<file path="src/rtl/piso_frame_controller.sv">
// piso_frame_controller: burst/frame sequencer for the PISO tx path (valid/ready word intake, baud divider, line select).
// Build option: define PISO_TWO_STOP_EN for two stop-bit periods per frame; the default build sends one stop bit.
module piso_frame_controller #(
    parameter int WIDTH           = 8,
    parameter int CLK_FREQ_HZ     = 1_843_200,
    parameter int MIN_NUM_PACKETS = 1,
    parameter int MAX_NUM_PACKETS = 1000
) (
    input  logic             clk,
    input  logic             rst_n,
    input  logic             start,
    input  logic             abort,
    input  logic [1:0]       cfg_baud,
    input  logic             cfg_parity_en,
    input  logic [9:0]       cfg_num_packets,
    input  logic [WIDTH-1:0] data_in,
    input  logic             data_valid,
    output logic             data_ready,
    output logic             sr_load,
    output logic             sr_shift,
    output logic [1:0]       line_sel,
    output logic             parity_bit,
    output logic             bit_tick,
    output logic             busy,
    output logic             done
);

    localparam int DIV_9600   = CLK_FREQ_HZ / 9600;
    localparam int DIV_19200  = CLK_FREQ_HZ / 19200;
    localparam int DIV_38400  = CLK_FREQ_HZ / 38400;
    localparam int DIV_115200 = CLK_FREQ_HZ / 115200;
    localparam int DIV_W      = (DIV_9600 > 1) ? $clog2(DIV_9600) : 1;
    localparam int IDX_W      = (WIDTH > 1) ? $clog2(WIDTH) : 1;

    localparam logic [9:0] NUM_MIN = 10'(MIN_NUM_PACKETS);
    localparam logic [9:0] NUM_MAX = 10'(MAX_NUM_PACKETS);

    localparam logic [1:0] LINE_MARK   = 2'b00;
    localparam logic [1:0] LINE_START  = 2'b01;
    localparam logic [1:0] LINE_DATA   = 2'b10;
    localparam logic [1:0] LINE_PARITY = 2'b11;

    typedef enum logic [2:0] {
        ST_IDLE,
        ST_WAIT,
        ST_START,
        ST_DATA,
        ST_PARITY,
        ST_STOP
    } state_t;

    state_t state, state_nxt;

    logic [1:0]       baud_q;
    logic             parity_en_q;
    logic [9:0]       pkt_cnt;
    logic             abort_pending;
    logic [DIV_W-1:0] div_cnt;
    logic [DIV_W-1:0] div_max;
    logic [IDX_W-1:0] bit_idx;
`ifdef PISO_TWO_STOP_EN
    logic             stop_idx;
`endif

    logic in_frame;
    logic accept;
    logic abort_eff;
    logic last_stop;
    logic burst_end;

    function automatic logic [9:0] clamp_num(input logic [9:0] n);
        if (n < NUM_MIN)
            return NUM_MIN;
        else if (n > NUM_MAX)
            return NUM_MAX;
        else
            return n;
    endfunction

    always_comb begin
        div_max = '0;
        case (baud_q)
            2'b00:   div_max = DIV_W'(DIV_9600 - 1);
            2'b01:   div_max = DIV_W'(DIV_19200 - 1);
            2'b10:   div_max = DIV_W'(DIV_38400 - 1);
            default: div_max = DIV_W'(DIV_115200 - 1);
        endcase
    end

    // State register
    always_ff @(posedge clk) begin
        if (!rst_n)
            state <= ST_IDLE;
        else
            state <= state_nxt;
    end

    // Next-state logic
    always_comb begin
        state_nxt = state;
        case (state)
            ST_IDLE: begin
                if (start)
                    state_nxt = ST_WAIT;
            end
            ST_WAIT: begin
                if (accept)
                    state_nxt = ST_START;
                else if (abort_pending)
                    state_nxt = ST_IDLE;
            end
            ST_START: begin
                if (bit_tick)
                    state_nxt = ST_DATA;
            end
            ST_DATA: begin
                if (bit_tick && bit_idx == IDX_W'(WIDTH - 1))
                    state_nxt = parity_en_q ? ST_PARITY : ST_STOP;
            end
            ST_PARITY: begin
                if (bit_tick)
                    state_nxt = ST_STOP;
            end
            ST_STOP: begin
                if (last_stop)
                    state_nxt = burst_end ? ST_IDLE : ST_WAIT;
            end
            default: state_nxt = ST_IDLE;
        endcase
    end

    // Output logic; done and the busy drop share the final cycle of the burst
    always_comb begin
        in_frame   = 1'b0;
        data_ready = 1'b0;
        accept     = 1'b0;
        bit_tick   = 1'b0;
        sr_load    = 1'b0;
        sr_shift   = 1'b0;
        last_stop  = 1'b0;
        abort_eff  = abort_pending | abort;
        burst_end  = 1'b0;
        busy       = 1'b0;
        done       = 1'b0;
        line_sel   = LINE_MARK;

        in_frame   = (state == ST_START) || (state == ST_DATA) ||
                     (state == ST_PARITY) || (state == ST_STOP);
        data_ready = (state == ST_WAIT) && !abort_pending;
        accept     = data_ready && data_valid;
        sr_load    = accept;
        bit_tick   = in_frame && (div_cnt == div_max);
        sr_shift   = (state == ST_DATA) && bit_tick;
`ifdef PISO_TWO_STOP_EN
        last_stop  = (state == ST_STOP) && bit_tick && stop_idx;
`else
        last_stop  = (state == ST_STOP) && bit_tick;
`endif
        burst_end  = (last_stop && ((pkt_cnt == '0) || abort_eff)) ||
                     ((state == ST_WAIT) && abort_pending);
        done       = burst_end;
        busy       = (state != ST_IDLE) && !burst_end;

        case (state)
            ST_START:  line_sel = LINE_START;
            ST_DATA:   line_sel = LINE_DATA;
            ST_PARITY: line_sel = LINE_PARITY;
            default:   line_sel = LINE_MARK;
        endcase
    end

    always_ff @(posedge clk) begin
        if (!rst_n) begin
            baud_q        <= '0;
            parity_en_q   <= 1'b0;
            pkt_cnt       <= '0;
            abort_pending <= 1'b0;
            div_cnt       <= '0;
            bit_idx       <= '0;
            parity_bit    <= 1'b0;
        end else begin
            if (state == ST_IDLE && start) begin
                baud_q      <= cfg_baud;
                parity_en_q <= cfg_parity_en;
                pkt_cnt     <= clamp_num(cfg_num_packets);
            end else if (accept && pkt_cnt != '0) begin
                pkt_cnt     <= pkt_cnt - 10'd1;
            end

            if (accept)
                parity_bit <= ^data_in;

            if (state == ST_IDLE || state_nxt == ST_IDLE)
                abort_pending <= 1'b0;
            else if (busy && abort)
                abort_pending <= 1'b1;

            if (in_frame && !bit_tick)
                div_cnt <= div_cnt + DIV_W'(1);
            else
                div_cnt <= '0;

            if (state != ST_DATA)
                bit_idx <= '0;
            else if (bit_tick)
                bit_idx <= bit_idx + IDX_W'(1);
        end
    end

`ifdef PISO_TWO_STOP_EN
    always_ff @(posedge clk) begin
        if (!rst_n)
            stop_idx <= 1'b0;
        else if (state != ST_STOP)
            stop_idx <= 1'b0;
        else if (bit_tick)
            stop_idx <= ~stop_idx;
    end
`endif

endmodule

</file>
<file path="config.mk">
export PLATFORM = sky130hd
export DESIGN_NAME = piso_frame_controller
export DESIGN_NICKNAME = d
export VERILOG_FILES = /design/src/rtl/piso_frame_controller.sv
export SDC_FILE = /design/constraint.sdc
export NUM_CORES = 1
export LEC_CHECK = 0
export ABC_AREA = 1
export CAP_MARGIN = 10
export CORE_ASPECT_RATIO = 1.75
export CORE_UTILIZATION = 50
export DETAILED_ROUTE_END_ITERATION = 10
export GPL_ROUTABILITY_DRIVEN = 0
export PLACE_DENSITY = 0.77
export SYNTH_ARGS = -nofsm -noshare
export SYNTH_HDL_FRONTEND = slang
export SYNTH_SLANG_ARGS = --single-unit
export TNS_END_PERCENT = 100
</file>
<file path="constraint.sdc">
create_clock -name clk -period 1.7 [get_ports clk]
set_input_delay 0.17 -clock clk [delete_from_list [all_inputs] [get_ports clk]]
set_output_delay 0.17 -clock clk [all_outputs]
set_load 0.01 [all_outputs]
</file>
======== Word-level counts from Yosys, hierarchy flattened ========
Cells that the tools add are included.
operators by class
  order comparisons ....................... 2
  multiplexer cells ....................... 16
  eq/ne operators ......................... 10
  reductions and logical operators ........ 33
  bitwise logic cells ..................... 2
  add/sub/neg operators ................... 3
operators by type and width
  cell                   count
  $mux 10                4
  $pmux 8 s3             1
  $mux 3                 7
  $pmux 3 s6             1
  $logic_and 1x1->1      13
  $gt 10x10->1 const B   1
  $logic_not 10->1       1
  $lt 10x1->1 const B    1
  $reduce_bool 10->1     1
  $sub 10x1->10 const B  1
  $eq 3x3->1 const B     3
  $add 8x1->8 const B    1
  $eq 8x8->1             1
  $reduce_xor 8->1       1
  $eq 3x2->1 const B     2
  $logic_not 3->1        2
  $logic_or 1x1->1       6
  $pmux 2 s3             1
  $reduce_or 2->1        2
  $add 3x1->3 const B    1
  $eq 3x1->1 const B     1
  $logic_not 1->1        3
  $ne 3x2->1 const B     1
  $reduce_bool 3->1      1
  8 further kinds        9
word-level totals
  bits of input ports ..................... 26
  output and inout bits ................... 9
  logic and storage cells ................. 74
  register bits after elaboration ......... 29

======== Depth between registers and ports, before layout ========
Gate-level depths: netlist of run 1.
  word-level depth ........................ 14
  mapped depth ............................ 13
  gate-level depth less buffers ........... 13

======== Worst setup path before layout of run 1 ========
Ideal clock, no wire load.
  path kind ............................... reg2reg
  start point ............................. register div_cnt[0]
  end point ............................... register abort_pending
  path buffers ............................ 0
  data required time ...................... 1,589 ps
  data arrival time ....................... 1,321 ps
  clock period less this slack ............ 1,432 ps
  slack ................................... 268 ps
  cell stages (with the launch flop) ...... 13
  cells stage by stage .................... dfxtp_1 ha_1 nand2_1 inv_1 nand2_4 nor2_4 nand2_2 nand2_1 nand2_1 nor2_1 nand2_1 nor2_1 nor2_1
on the way
  word-level cells in the longest chain between the ends .. 11
ends and longest elaborated chain
  element                           RTL line  RTL
  from (decl)                       58        logic [DIV_W-1:0] div_cnt;
  from (signal assigned)            199       div_cnt <= div_cnt + DIV_W'(1);
  $eq 8x8->1 *                      152       bit_tick = in_frame && (div_cnt == div_max);
  $logic_and 1x1->1 *               152
  $logic_and 1x1->1                 157       last_stop = (state == ST_STOP) && bit_tick;
  $logic_and 1x1->1                 159       burst_end = (last_stop && ((pkt_cnt == '0) || abort_eff)) ||
  $logic_or 1x1->1                  159
  $mux 1                            126       state_nxt = burst_end ? ST_IDLE : ST_WAIT;
  $mux 3                            125       if (last_stop)
  $pmux 3 s6                        101       case (state)
  $logic_not 3->1                   193       if (state == ST_IDLE || state_nxt == ST_IDLE)
  $logic_or 1x1->1                  193
  $reduce_or 2->1 (no source line)  -
  to (signal assigned)              177       abort_pending <= 1'b0;
  to (signal assigned)              194       abort_pending <= 1'b0;
  to (signal assigned)              196       abort_pending <= 1'b1;
  to (decl)                         57        logic abort_pending;
Every way passes the cells marked *; elsewhere a longest branch is shown, timed or not.
A chain may end at the register's enable or synchronous reset.

======== Worst setup path after layout of run 1 ========
  start point ............................. register div_cnt[1]
  end point ............................... output port busy
on the way
  word-level cells in the longest chain between the ends .. 7
ends and longest elaborated chain
  element            RTL line  RTL
  $eq 8x8->1         152
  $logic_and 1x1->1  152
  $logic_and 1x1->1  157
  $logic_and 1x1->1  159
  $logic_or 1x1->1   159
  $logic_not 1->1    162       busy = (state != ST_IDLE) && !burst_end;
  $logic_and 1x1->1  162
  to (decl)          24        output logic busy,
No other way between the ends.

==> impl_metrics.ini, run 1 <==
[clocking]
cts_sinks = 29
cts_tree = done
cts_max_path_buffers = 2
ctsHoldBuffers = 0
cts-root-buf = clkbuf_8
clock_latency_ps = 280
clkTransAtPathRegs_ps = 60
numCtsBuffers = 5
htree_levels = 2

[synth]
synth-edff-count = 0
yosys_warnings = 0
syn-cell-area_mm2 = 0.00180
ys_seq_area_share_pct = 32.2
ys_ff_latch = 29
syn_nets = 298
synthCells = 267
synth-main-ff-cell = dfxtp_1
synth_async_sr_flop_share_pct = 0
avgSynthCellArea_um2 = 6.76
synth_cell_types = 31

[route]
via_per_inst = 5.10
vias = 1958
ant_nets = 0
first_pass_iters = 4
first_iter_violations = 29
drc = 0
finalWirelength_um = 4600
avgRoutedWirePerCell_um = 12.0

[layout]
nNetsFinal = 370
mostFrequentLayoutCell = nand2_1
area_delta_synth_final_pct = 42.5
final.fill_count = 281
instances_no_fill = 384
diodes = 0
final_layout_size_suffix_gt1_share_pct = 24.5
layout_common_cells = nand2_1, buf_4, nor2_1

[pwr]
finalPower_w = 0.00201
comb_power_share_pct = 32.7
power_switching_share_pct = 32.3
pwr-share-clk_pct = 28.8
leakage_nw = 1.22
cellPowerDensity_mw_per_mm2 = 782
ir_worst_vdd_v = 0.000668
seqPwrFrac_pct = 38.5
switchingPower_w = 0.000650
internal_power_w = 0.00136

[sta]
skew_ps = 1.78
hold_ws_ps = 474
slew_violations = 0
rsz0062_at_grt = true
fin_ws_ps = -31.6
min_period_over_period_pct = 102
final-setup-viol-count = 1
finalHoldViolCount = 0
fmax_mhz = 577
tightest_slew_ps = 394
relSlewSlack_pct = 73.5
tns_ps = -31.6
fin_crit_ps = 1730

[worst_setup_path]
arrival_ps = 1560
r2r_cells = 12
critPathKind = flip-flop to output port
cp-end-kind = output port
cp_max_fo = 2
cp-start-kind = flip-flop
cp_data_required_time_ps = 1530

[placed_design]
dp_worst_setup_slack_ps = -140
numPortBuffers = 34
dp_hpwl_um = 3510
placed_cells = 373

[job]
maxCapViolCount = 0

[worst_hold_path]
hold_class = flip-flop to flip-flop
hold_depth = 2

[floorplanning]
io_pins = 35
placementRows = 28
core_mm2 = 0.00340
initial_core_util_pct = 53.1
die_w_um = 47.4
dieHeight_um = 81.5
die_area_mm2 = 0.00386

[grt]
grt_pass1_wl_um = 7470
grt_pass1_vias = 1862
antenna_found_initial = 0
grt_start_max_net_pins = 11
globalRouteOverflowTotal = 0
grt.total_usage_pct = 27.5

[run_status]
violations = negative setup slack
status = finished with violations
[cell usage after synthesis (2+ instances only)]
cell	n	share of area, %
nand2_4	3	1.9
nand2_1	55	11
xor2_1	7	3.4
o21ai_1	2	0.55
nor4_1	2	0.69
a31oi_1	3	1.0
ha_1	5	3.5
nor3_2	2	1.1
dfxtp_1	29	32
nor3b_1	2	0.83
inv_2	6	1.2
nor2_1	34	7.1
nor2_4	3	1.9
a21oi_1	24	6.7
nor3_1	5	1.4
xnor2_1	7	3.4
nand3_2	2	1.1
nand3_1	15	4.2
o21ai_0	18	5.0
inv_1	30	6.2
nand2_2	3	1.0
[state kept, by name (all words and copies together), names as in the netlist]
| register | cells |
|---|---|
| baud_q | 2 |
| abort_pending | 1 |
| bit_idx | 3 |
| div_cnt | 8 |
| parity_bit | 1 |
| state | 3 |
| parity_en_q | 1 |
| pkt_cnt | 10 |
[area by class of cell]
class	instances	area [um2]	share of cell area (%)
clock buffers	7	86.3	3.36
flip-flops and latches	29	587	22.8
well taps	45	56.3	2.19
repair buffers	69	582	22.6
inverters	36	135	5.26
multi-input cells	198	1120	43.7
[timing repair]
action,4_1_cts,5_1_grt
gates resized for setup,26,17
buffers inserted,3,1
pin swaps,2,7
setup endpoints to repair,8,14
[power groups by stage]
stage / logic [W] / clock network, W / registers (W)
CTS: 0.000645 / 0.000586 / 0.000771
floorplan: 0.000397 / 0 / 0.000784
global route: 0.000725 / 0.000613 / 0.000781
detailed placement: 0.000639 / 0 / 0.000784
global placement: 0.000630 / 0 / 0.000783
finish: 0.000657 / 0.000579 / 0.000773
[routing by layer]
| metal | wire length [um] | track usage (%) |
|---|---|---|
| met1 | 1620 | 25.7 |
| met5 | 0 | 0 |
| met2 | 2560 | 47.9 |
| met3 | 122 | 6.59 |
| met4 | 297 | 20.6 |
[kinds of logic (layout without fill, tap and decap cells)]
kind of cell / Yosys count / count (layout) / synth area share [%]
DFF: 29 / 29 / 32.2
AOI/OAI and AO/OA: 51 / 51 / 14.9
adders and majority gates: 5 / 5 / 3.47
and+or+nand+nor: 128 / 128 / 33.6
buffers and inverters: 40 / 112 / 9.01
xor gates and xnor gates: 14 / 14 / 6.80
[per-stage QoR]
step,utilization (%),cell area [um2]
4_1_cts,73.9,2510
5_1_grt,75.7,2570
3_3_place_gp,70.8,2410
6_report,75.7,2570
2_1_floorplan,-,1800
3_5_place_dp,70.8,2410
[critical path, stage by stage (launching register included)]
cell	delay, ps
dfxtp_2	350
ha_4	140
nand2_2	50
inv_2	70
nand2_4	50
nor2_4	120
nand3_2	80
o21ai_1	80
nand2_1	80
nand2_1	80
inv_1	40
buf_2	130
[final timing paths]
| path | start | end | slack, ps |
|---|---|---|---|
| worst min-delay path | bit_idx[1] | bit_idx[1] | 470 |
| worst max-delay path | div_cnt[1] | busy | -30 |
| worst min register to register | bit_idx[1] | bit_idx[1] | 470 |
| worst max register to register | div_cnt[1] | abort_pending | 50 |
Power figures use the tool's default switching activity.
==> inputs of run 2 (changes only) <==
--- a/config.mk
+++ b/config.mk
@@ -12,7 +12,7 @@
 export DETAILED_ROUTE_END_ITERATION = 10
 export GPL_ROUTABILITY_DRIVEN = 0
 export PLACE_DENSITY = 0.77
+export SLEW_MARGIN = 5
 export SYNTH_ARGS = -nofsm -noshare
 export SYNTH_HDL_FRONTEND = slang
 export SYNTH_SLANG_ARGS = --single-unit
-export TNS_END_PERCENT = 100
==> results of run 2 <==
Final layout, timing and power as in run 1 (identical DEF).
